<file path="src/rtl/dl_reset_sequencer.sv">
// dl_reset_sequencer
//   Sits between hps_io and the arcade core. It steers HPS ioctl download
//   traffic into the core:
//     - index 0 bytes go to the ROM download port (rom_*),
//     - index 1 bytes are latched as the game-variant id (mod_id),
//     - index 254 bytes are latched into the DIP switch bank (dipsw).
//   The core is held in reset (core_reset) while any download is active and
//   for a fixed settle time after the download ends or a user reset drops.
//
// Optional feature: define DL_CHECKSUM_EN to add rom_sum/sum_valid, a
// running mod-256 sum of accepted ROM bytes for the current download.
//
// Ports
//   clk             system clock (clk_sys)
//   reset           synchronous, active-high reset
//   ioctl_download  HPS download window active
//   ioctl_index     0 = ROM, 1 = mod select, 254 = DIP
//   ioctl_wr        one-clock write strobe
//   ioctl_addr      byte address
//   ioctl_dout      byte data
//   user_reset      menu/button reset request (level)
//   rom_wr          write strobe to core dn_wr, one clock after ioctl_wr
//   rom_addr        registered address to core dn_addr
//   rom_data        registered data to core dn_data
//   mod_id          latched variant byte
//   dipsw           DIP byte k at [8k+7:8k]
//   core_reset      reset to core
//   cfg_valid       high once a ROM download has completed since reset
//   rom_sum         (DL_CHECKSUM_EN) mod-256 sum of accepted ROM bytes
//   sum_valid       (DL_CHECKSUM_EN) rom_sum is final for the last download
module dl_reset_sequencer #(
  parameter int ROM_AW    = 16,
  parameter int RST_HOLD  = 64,
  parameter int DIP_BYTES = 8
) (
  input  logic                   clk,
  input  logic                   reset,
  input  logic                   ioctl_download,
  input  logic [7:0]             ioctl_index,
  input  logic                   ioctl_wr,
  input  logic [24:0]            ioctl_addr,
  input  logic [7:0]             ioctl_dout,
  input  logic                   user_reset,
  output logic                   rom_wr,
  output logic [ROM_AW-1:0]      rom_addr,
  output logic [7:0]             rom_data,
  output logic [7:0]             mod_id,
  output logic [8*DIP_BYTES-1:0] dipsw,
  output logic                   core_reset,
`ifdef DL_CHECKSUM_EN
  output logic [7:0]             rom_sum,
  output logic                   sum_valid,
`endif
  output logic                   cfg_valid
);

  localparam int CW = (RST_HOLD > 2) ? $clog2(RST_HOLD) : 1;
  localparam logic [CW-1:0] HOLD_INIT = CW'(RST_HOLD - 1);

  typedef enum logic [1:0] {
    IDLE   = 2'd0,
    LOAD   = 2'd1,
    SETTLE = 2'd2
  } state_t;

  state_t        state;
  state_t        state_next;
  logic [CW-1:0] cnt;
  logic [CW-1:0] cnt_next;
  logic          rom_seen;
  logic          rom_hit;
  logic          mod_hit;
  logic          dip_hit;

  // Write decode is independent of state: the HPS may strobe ioctl_wr on the
  // same clock that ioctl_download rises, so nothing is gated by the FSM.
  assign rom_hit = ioctl_wr && (ioctl_index == 8'd0) &&
                   ((ioctl_addr >> ROM_AW) == 25'd0);
  assign mod_hit = ioctl_wr && (ioctl_index == 8'd1);
  assign dip_hit = ioctl_wr && (ioctl_index == 8'd254);

  // user_reset is ORed in so the core is held from the very first clock the
  // request is seen; the FSM then takes over and guarantees the settle time.
  assign core_reset = (state != IDLE) || user_reset;

  always_ff @(posedge clk) begin
    if (reset) begin
      state <= SETTLE;
      cnt   <= HOLD_INIT;
    end else begin
      state <= state_next;
      cnt   <= cnt_next;
    end
  end

  always_comb begin
    state_next = state;
    cnt_next   = cnt;
    case (state)
      IDLE: begin
        if (ioctl_download) begin
          state_next = LOAD;
        end else if (user_reset) begin
          state_next = SETTLE;
          cnt_next   = HOLD_INIT;
        end
      end
      LOAD: begin
        if (!ioctl_download) begin
          state_next = SETTLE;
          cnt_next   = HOLD_INIT;
        end
      end
      SETTLE: begin
        // A held user_reset keeps reloading so the settle time is measured
        // from the clock it finally drops.
        if (ioctl_download) begin
          state_next = LOAD;
        end else if (user_reset) begin
          cnt_next = HOLD_INIT;
        end else if (cnt == '0) begin
          state_next = IDLE;
        end else begin
          cnt_next = cnt - CW'(1);
        end
      end
      default: begin
        state_next = SETTLE;
        cnt_next   = HOLD_INIT;
      end
    endcase
  end

  // rom_seen remembers whether index 0 appeared during the current download
  // window; it qualifies cfg_valid when the window closes.
  always_ff @(posedge clk) begin
    if (reset) begin
      rom_wr    <= 1'b0;
      rom_addr  <= '0;
      rom_data  <= 8'd0;
      mod_id    <= 8'd0;
      dipsw     <= '1;
      cfg_valid <= 1'b0;
      rom_seen  <= 1'b0;
    end else begin
      rom_wr <= rom_hit;
      if (rom_hit) begin
        rom_addr <= ioctl_addr[ROM_AW-1:0];
        rom_data <= ioctl_dout;
      end
      if (mod_hit) begin
        mod_id <= ioctl_dout;
      end
      for (int k = 0; k < DIP_BYTES; k++) begin
        if (dip_hit && (ioctl_addr == 25'(k))) begin
          dipsw[8*k +: 8] <= ioctl_dout;
        end
      end
      if (!ioctl_download) begin
        rom_seen <= 1'b0;
      end else if (ioctl_index == 8'd0) begin
        rom_seen <= 1'b1;
      end
      if ((state == LOAD) && !ioctl_download && rom_seen) begin
        cfg_valid <= 1'b1;
      end
    end
  end

`ifdef DL_CHECKSUM_EN
  logic download_d;

  // The sum restarts on each download rise; a ROM byte strobed on that same
  // clock becomes the first term rather than being lost to the clear.
  always_ff @(posedge clk) begin
    if (reset) begin
      rom_sum    <= 8'd0;
      sum_valid  <= 1'b0;
      download_d <= 1'b0;
    end else begin
      download_d <= ioctl_download;
      if (ioctl_download && !download_d) begin
        rom_sum <= rom_hit ? ioctl_dout : 8'd0;
      end else if (rom_hit) begin
        rom_sum <= rom_sum + ioctl_dout;
      end
      if ((state == LOAD) && (state_next == SETTLE)) begin
        sum_valid <= 1'b1;
      end else if (state_next == LOAD) begin
        sum_valid <= 1'b0;
      end
    end
  end
`endif

endmodule
</file>
<file path="config.mk">
export PLATFORM = sky130hd
export DESIGN_NAME = dl_reset_sequencer
export DESIGN_NICKNAME = d
export VERILOG_FILES = /design/src/rtl/dl_reset_sequencer.sv
export SDC_FILE = /design/constraint.sdc
export NUM_CORES = 1
export LEC_CHECK = 0
export ABC_AREA = 1
export BUFFER_PORTS_ARGS = -buffer_cell sky130_fd_sc_hd__buf_2
export CAP_MARGIN = 20
export CORE_MARGIN = 2
export CORE_UTILIZATION = 50
export CTS_CLUSTER_DIAMETER = 120
export DETAILED_ROUTE_END_ITERATION = 16
export GPL_TIMING_DRIVEN = 0
export HOLD_SLACK_MARGIN = 0.05
export MAX_ROUTING_LAYER = met4
export PLACE_DENSITY = 0.8
export SYNTH_ARGS = -nofsm -noshare
export SYNTH_HDL_FRONTEND = slang
export SYNTH_SLANG_ARGS = --single-unit
</file>
<file path="constraint.sdc">
create_clock -name clk -period 3.4 [get_ports clk]
set_input_delay 0.34 -clock clk [delete_from_list [all_inputs] [get_ports clk]]
set_output_delay 0.34 -clock clk [all_outputs]
set_load 0.005 [all_outputs]
</file>
==> results.sh, run 1 <==
export IMPL_fin_skew_ns=0.003646
export IMPL_min_period_over_period_pct=44.66
export IMPL_reg2regPathDepth=8
export IMPL_worstReg2RegEnd="cnt[5]$_SDFFE_PP1P_"
export IMPL_overflow=0
export IMPL_syn_cell_area_mm2=0.004552
export IMPL_setup_violations=0
export IMPL_initial_core_util_pct=51.94
export IMPL_finalHoldViolCount=0
export IMPL_slew_headroom_pct=49.77
export IMPL_synth_cell_types=21
export IMPL_clk_pin_slew_ns=0.10
export IMPL_grt_max_degree=20
export IMPL_pre_cts_ws_ns=1.634
export IMPL_yosys_warnings=0
export IMPL_tns_ns=0
export IMPL_outcome="complete, no violations"
export IMPL_n_antenna_cell=0
export IMPL_netlist_instances=647
export IMPL_rows=34
export IMPL_syn2layout_area_growth_pct=22.48
export IMPL_num_vias=4549
export IMPL_gp_congestion=0.7950
export IMPL_antenna_left=0
export IMPL_die_area_mm2=0.009883
export IMPL_clockBufferDepth=2
export IMPL_switchingPower_uw=559.8
export IMPL_cp_end_kind="flop"
export IMPL_ctsHoldBuffers=0
export IMPL_syn_area_per_cell_um2=7.035
export IMPL_ff2ff_setup_slack_ns=1.88
export IMPL_cts_max_level=3
export IMPL_async_flop_share_pct=0
export IMPL_critPathLaunch="cnt[0]$_SDFFE_PP1P_"
export IMPL_whs_ns=0.1637
export IMPL_cts_setup_buffers=0
export IMPL_syn_nets=695
export IMPL_synth_enable_flop_cells=0
export IMPL_cts_sinks=107
export IMPL_ys_seq_area_share_pct=47.06
export IMPL_setup_ws_ns=1.882
export IMPL_hold_end="mod_id[0]$_SDFFE_PP0P_"
export IMPL_swShare_pct=25.30
export IMPL_internal_power_uw=1653
export IMPL_crit_path_start_kind="flop"
export IMPL_finalMaxSlewViolations=0
export IMPL_p_comb_share_pct=5.9
export IMPL_io_buffers=136
export IMPL_rsz0062_at_grt="no"
export IMPL_final_cell_mix="177 x nand2_1, 151 x nand3_1, 139 x buf_2"
export IMPL_reg2reg_from="cnt[0]$_SDFFE_PP1P_"
export IMPL_crit_type="flop to flop"
export IMPL_drt_vias_per_instance=5.015
export IMPL_route_detailed_drc=0
export IMPL_dp_final_hpwl_mm=8.902
export IMPL_ys_ff_latch=107
export IMPL_numCtsBuffers=9
export IMPL_antenna_found_initial=0
export IMPL_grt_pass1_vias=4092
export IMPL_core_area_mm2=0.008763
export IMPL_crit_fanout=8
export IMPL_cts_tree="yes"
export IMPL_power_frac_clock_pct=36.9
export IMPL_worst_ep_arrival_time_ns=1.75
export IMPL_wl_mm=12.17
export IMPL_max_freq_mhz=658.6
export IMPL_die_w_um=99.42
export IMPL_hold_path_class="primary input to flop"
export IMPL_fp_dieH_um=99.42
export IMPL_post_cts_resized=0
export IMPL_seqPwrFrac_pct=57.2
export IMPL_ys_flop_type="dfxtp_1"
export IMPL_nFillCells=828
export IMPL_grt_use_total_pct=25.73
export IMPL_nets=842
export IMPL_cellLeakagePower_uw=0.002878
export IMPL_min_period_ns=1.518
export IMPL_root_buffer="clkbuf_8"
export IMPL_min_delay_start="reset"
export IMPL_drt_pass1_iterations=6
export IMPL_final_common_cell="nand2_1"
export IMPL_drtIter0Drc=297
export IMPL_clk_latency_ns=0.36
export IMPL_drive_gt1_share_pct=23.15
export IMPL_top_level_ports=145
export IMPL_post_drt_wl_per_cell_um=13.42
export IMPL_cap_violations=0
export IMPL_grt_pass1_wl_mm=19.83
export IMPL_utilization_pct=63.62
export IMPL_worstPathRequired_ns=3.63
export IMPL_hold_path_depth=2
export IMPL_p_per_area_mw_per_mm2=396.9
export IMPL_irDropWorstVdd_mv=0.2665
export IMPL_worst_slew_pin_slew_ns=0.7535
## power by group through the flow
stage                     registers, uW  clock network (uW)  logic, uW
after floorplan                    1290                   0       75.1
after global placement             1290                   0        128
after detailed placement           1290                   0        131
after CTS                          1270                 823        131
after global routing               1270                 878        148
final                              1270                 816        131
## cell type report
type | count | area, um2 | share of cell area [%]
plain buffers | 30 | 138.9 | 2.491
clock buffers | 9 | 123.9 | 2.222
clock inverters | 7 | 83.83 | 1.504
inverters | 58 | 217.7 | 3.905
multi-input cells | 452 | 2053 | 36.83
flip-flops and latches | 107 | 2142 | 38.42
well taps | 108 | 135.1 | 2.424
repair buffers | 136 | 680.7 | 12.21
## metal layers
layer,GRT usage [%],up-vias,share of wire [%]
met3,6.395,12,8.0
met1,33.24,2050,42
met5,-,-,0
met4,5.901,0,1.2
li1,-,2333,-
met2,41.06,154,48
## synthesized netlist by cell type (2+ instances only)
library cell,n,area (um2)
dfxtp_1,107,2142
nor2_4,10,112.6
nand3b_1,2,15.01
clkbuf_1,22,82.58
nand2_2,7,43.79
inv_1,54,202.7
nor2_2,3,18.77
nand3_1,151,755.7
a21oi_1,10,50.05
o21ai_0,3,15.01
nor2_1,82,307.8
inv_2,2,7.510
nand2_4,3,33.78
buf_4,4,30.03
nand2_1,177,664.4
ha_1,2,25.02
buf_2,3,15.01
clkinv_1,2,7.510
## stage by stage
step                      instances  instance area [um2]  power [uW]
after floorplan                 647                 4552        1368
after global routing            907                 5575        2292
after global placement          891                 5368        1422
after CTS                       907                 5575        2220
final                           907                 5575        2213
after detailed placement        891                 5368        1426
## flip-flops by register name (all words and copies together), names as in the netlist
register,flops
cfg_valid,1
cnt,6
dipsw,64
mod_id,8
rom_addr,16
rom_data,8
rom_seen,1
rom_wr,1
state,2
## logic make-up after synthesis
logic type / count (synthesis) / synth area share, %
AOI/OAI and AO/OA: 13 / 1.429
DFF: 107 / 47.06
adders and majority gates: 2 / 0.5497
buffers and inverters: 88 / 7.834
and+or+nand+nor: 437 / 43.13
## worst max path at each step
stage	to	depth (start not counted)
floorplan	dipsw[31]$_SDFFE_PP1P_	9
global placement	dipsw[40]$_SDFFE_PP1P_	5
detailed placement	cnt[5]$_SDFFE_PP1P_	5
CTS	cnt[5]$_SDFFE_PP1P_	8
global route	cnt[5]$_SDFFE_PP1P_	8
finish	cnt[5]$_SDFFE_PP1P_	8
## worst max-delay path, stage by stage, from the launching register on
cell	delay (ns)
dfxtp_1	0.34
inv_1	0.10
ha_1	0.21
nand3_1	0.08
nor2_1	0.05
nor2_2	0.25
inv_1	0.19
nand2_1	0.09
nand3_1	0.08
Note: power is estimated with default switching activity, not from simulation.
==> run 2: changes to the inputs <==
==> constraint.sdc (replaced) <==
create_clock -name clk -period 1.6 [get_ports clk]
set_input_delay 0.16 -clock clk [delete_from_list [all_inputs] [get_ports clk]]
set_output_delay 0.16 -clock clk [all_outputs]
set_load 0.005 [all_outputs]
==> run 2 against run 1 <==
  * Power is 110% higher
  * Utilization is 2.9 points higher
  * Die area stayed put
  * Sequential cell count stayed put
==> results.sh, run 2 (synthesized netlist as in run 1, its figures left out) <==
export IMPL_cts_tree="yes"
export IMPL_reg2reg_from="cnt[0]$_SDFFE_PP1P_"
export IMPL_tns_ns=0
export IMPL_drt_pass1_iterations=6
export IMPL_dp_final_hpwl_mm=8.902
export IMPL_nets=870
export IMPL_syn2layout_area_growth_pct=28.15
export IMPL_clk_pin_slew_ns=0.11
export IMPL_crit_fanout=7
export IMPL_irDropWorstVdd_mv=0.5603
export IMPL_num_vias=4723
export IMPL_worst_ep_arrival_time_ns=1.83
export IMPL_slowest_delay_ns=0.53
export IMPL_root_buffer="clkbuf_8"
export IMPL_min_period_over_period_pct=94.72
export IMPL_fp_dieH_um=99.42
export IMPL_rsz0062_at_grt="yes"
export IMPL_min_period_ns=1.516
export IMPL_worstPathRequired_ns=1.91
export IMPL_setup_violations=0
export IMPL_final_area_mm2=0.005833
export IMPL_crit_chain="dlygate4sd3_1 > buf_2 > inv_1 > nand2_1 > nor2_1 > nand2_1 > nor2_4 > buf_4 > nand3_1 > nand3_1"
export IMPL_outcome="complete, no violations"
export IMPL_drive_gt1_share_pct=23.94
export IMPL_clockBufferDepth=2
export IMPL_finalMaxSlewViolations=0
export IMPL_numCtsBuffers=9
export IMPL_final_common_cell="nand2_1"
export IMPL_cap_violations=0
export IMPL_cts_max_level=3
export IMPL_finalHoldViolCount=0
export IMPL_cts_sinks=107
export IMPL_gp_congestion=0.7950
export IMPL_ff2ff_setup_slack_ns=0.19
export IMPL_die_area_mm2=0.009883
export IMPL_initial_core_util_pct=51.94
export IMPL_crit_type="primary input to flop"
export IMPL_cp_top_family="buffers and inverters"
export IMPL_die_w_um=99.42
export IMPL_worst_slew_pin_slew_ns=0.7274
export IMPL_cellLeakagePower_uw=0.003029
export IMPL_slew_headroom_pct=51.51
export IMPL_utilization_pct=66.56
export IMPL_grt_pass1_vias=4268
export IMPL_antenna_left=0
export IMPL_dpl_instance_area_mm2=0.005368
export IMPL_cp_slowest_cell="dlygate4sd3_1"
export IMPL_worstReg2RegEnd="cnt[5]$_SDFFE_PP1P_"
export IMPL_rows=34
export IMPL_grt_use_total_pct=26.59
export IMPL_core_area_mm2=0.008763
export IMPL_max_freq_mhz=659.8
export IMPL_wl_mm=12.72
export IMPL_critPathLaunch="ioctl_addr[3]"
export IMPL_crit_cells=10
export IMPL_post_drt_wl_per_cell_um=13.60
export IMPL_drtIter0Drc=265
export IMPL_antenna_found_initial=0
export IMPL_final_cell_mix="177 x nand2_1, 151 x nand3_1, 139 x buf_2"
export IMPL_crit_path_start_kind="primary input"
export IMPL_grt_pass1_wl_mm=20.48
export IMPL_cp_end_kind="flop"
export IMPL_route_detailed_drc=0
export IMPL_top_register="dipsw"
export IMPL_reg2regPathDepth=8
export IMPL_top_level_ports=145
export IMPL_critPathCapture="dipsw[37]$_SDFFE_PP1P_"
export IMPL_biggestRegsByFlops="dipsw x64, rom_addr x16"
export IMPL_n_antenna_cell=0
export IMPL_p_per_area_mw_per_mm2=810.5
export IMPL_io_buffers=136
export IMPL_grt_max_degree=20
export IMPL_largest_reg_flops=64
export IMPL_fin_skew_ns=0.004709
export IMPL_clk_latency_ns=0.36
export IMPL_drt_vias_per_instance=5.051
export IMPL_overflow=0
export IMPL_path_buf_inv=4
export IMPL_hold_path_class="primary input to flop"
==> run 2: how the worst min path moves through the flow <==
stage	startpoint	endpoint	slack (ns)	cells after the start
6_report	ioctl_addr[1]	rom_addr[1]$_SDFFE_PP0P_	0.07	3
5_1_grt	ioctl_addr[1]	rom_addr[1]$_SDFFE_PP0P_	0.06	3
4_1_cts	ioctl_addr[9]	rom_addr[9]$_SDFFE_PP0P_	0.06	3
3_5_place_dp	reset	mod_id[0]$_SDFFE_PP0P_	0.36	2
3_3_place_gp	reset	mod_id[0]$_SDFFE_PP0P_	0.35	2
2_1_floorplan	reset	mod_id[0]$_SDFFE_PP0P_	0.23	1
==> run 2: where the power goes <==
part	internal, uW	total [uW]	leakage (uW)	switching [uW]
combinational	108	311	0.00206	203
clock	752	1730	0.000102	975
sequential	2680	2690	0.000866	12.9
==> run 2: area by class of cell <==
cell class,count,area (um2)
clock inverter,7,83.83
multi-input combinational,452,2063
buffer,30,138.9
inverter,58,217.7
clock buffer,9,123.9
sequential,107,2142
timing repair buffer,164,928.4
tap,108,135.1
fill,785,2930
==> run 2: through the flow <==
step / total power [uW] / cells / hold WS, ns / worst slack, ns
3_5_place_dp: 3029 / 891 / 0.3636 / 0.01351
3_3_place_gp: 3022 / 891 / 0.3506 / 0.02349
6_report: 4728 / 935 / 0.06914 / 0.08447
4_1_cts: 4744 / 922 / 0.05716 / 0.06377
5_1_grt: 4905 / 935 / 0.06126 / -0.05939
2_1_floorplan: 2907 / 647 / 0.2291 / 0.3289
==> run 2: routing by layer <==
layer  share of wire, %  up-vias  GRT usage, %
met5                  0        -             -
met4                1.1        0         6.112
met3                8.3       16         6.395
met2                 49      163         43.19
met1                 42     2151         33.82
li1                   -     2393             -
==> run 2: timing repair <==
action	4_1_cts	5_1_grt
resized for setup	0	2
buffers inserted	0	13
hold endpoints to repair	15	0
setup endpoints to repair	0	60
hold buffers	15	0
==> run 2: worst reg2reg max path, stage by stage (launching register included) <==
cell and delay, ns:
dfxtp_1 0.34, inv_1 0.10, ha_1 0.21, nand3_1 0.08, nor2_1 0.06, nor2_4 0.17
inv_1 0.15, nand2_1 0.09, nand3_1 0.08
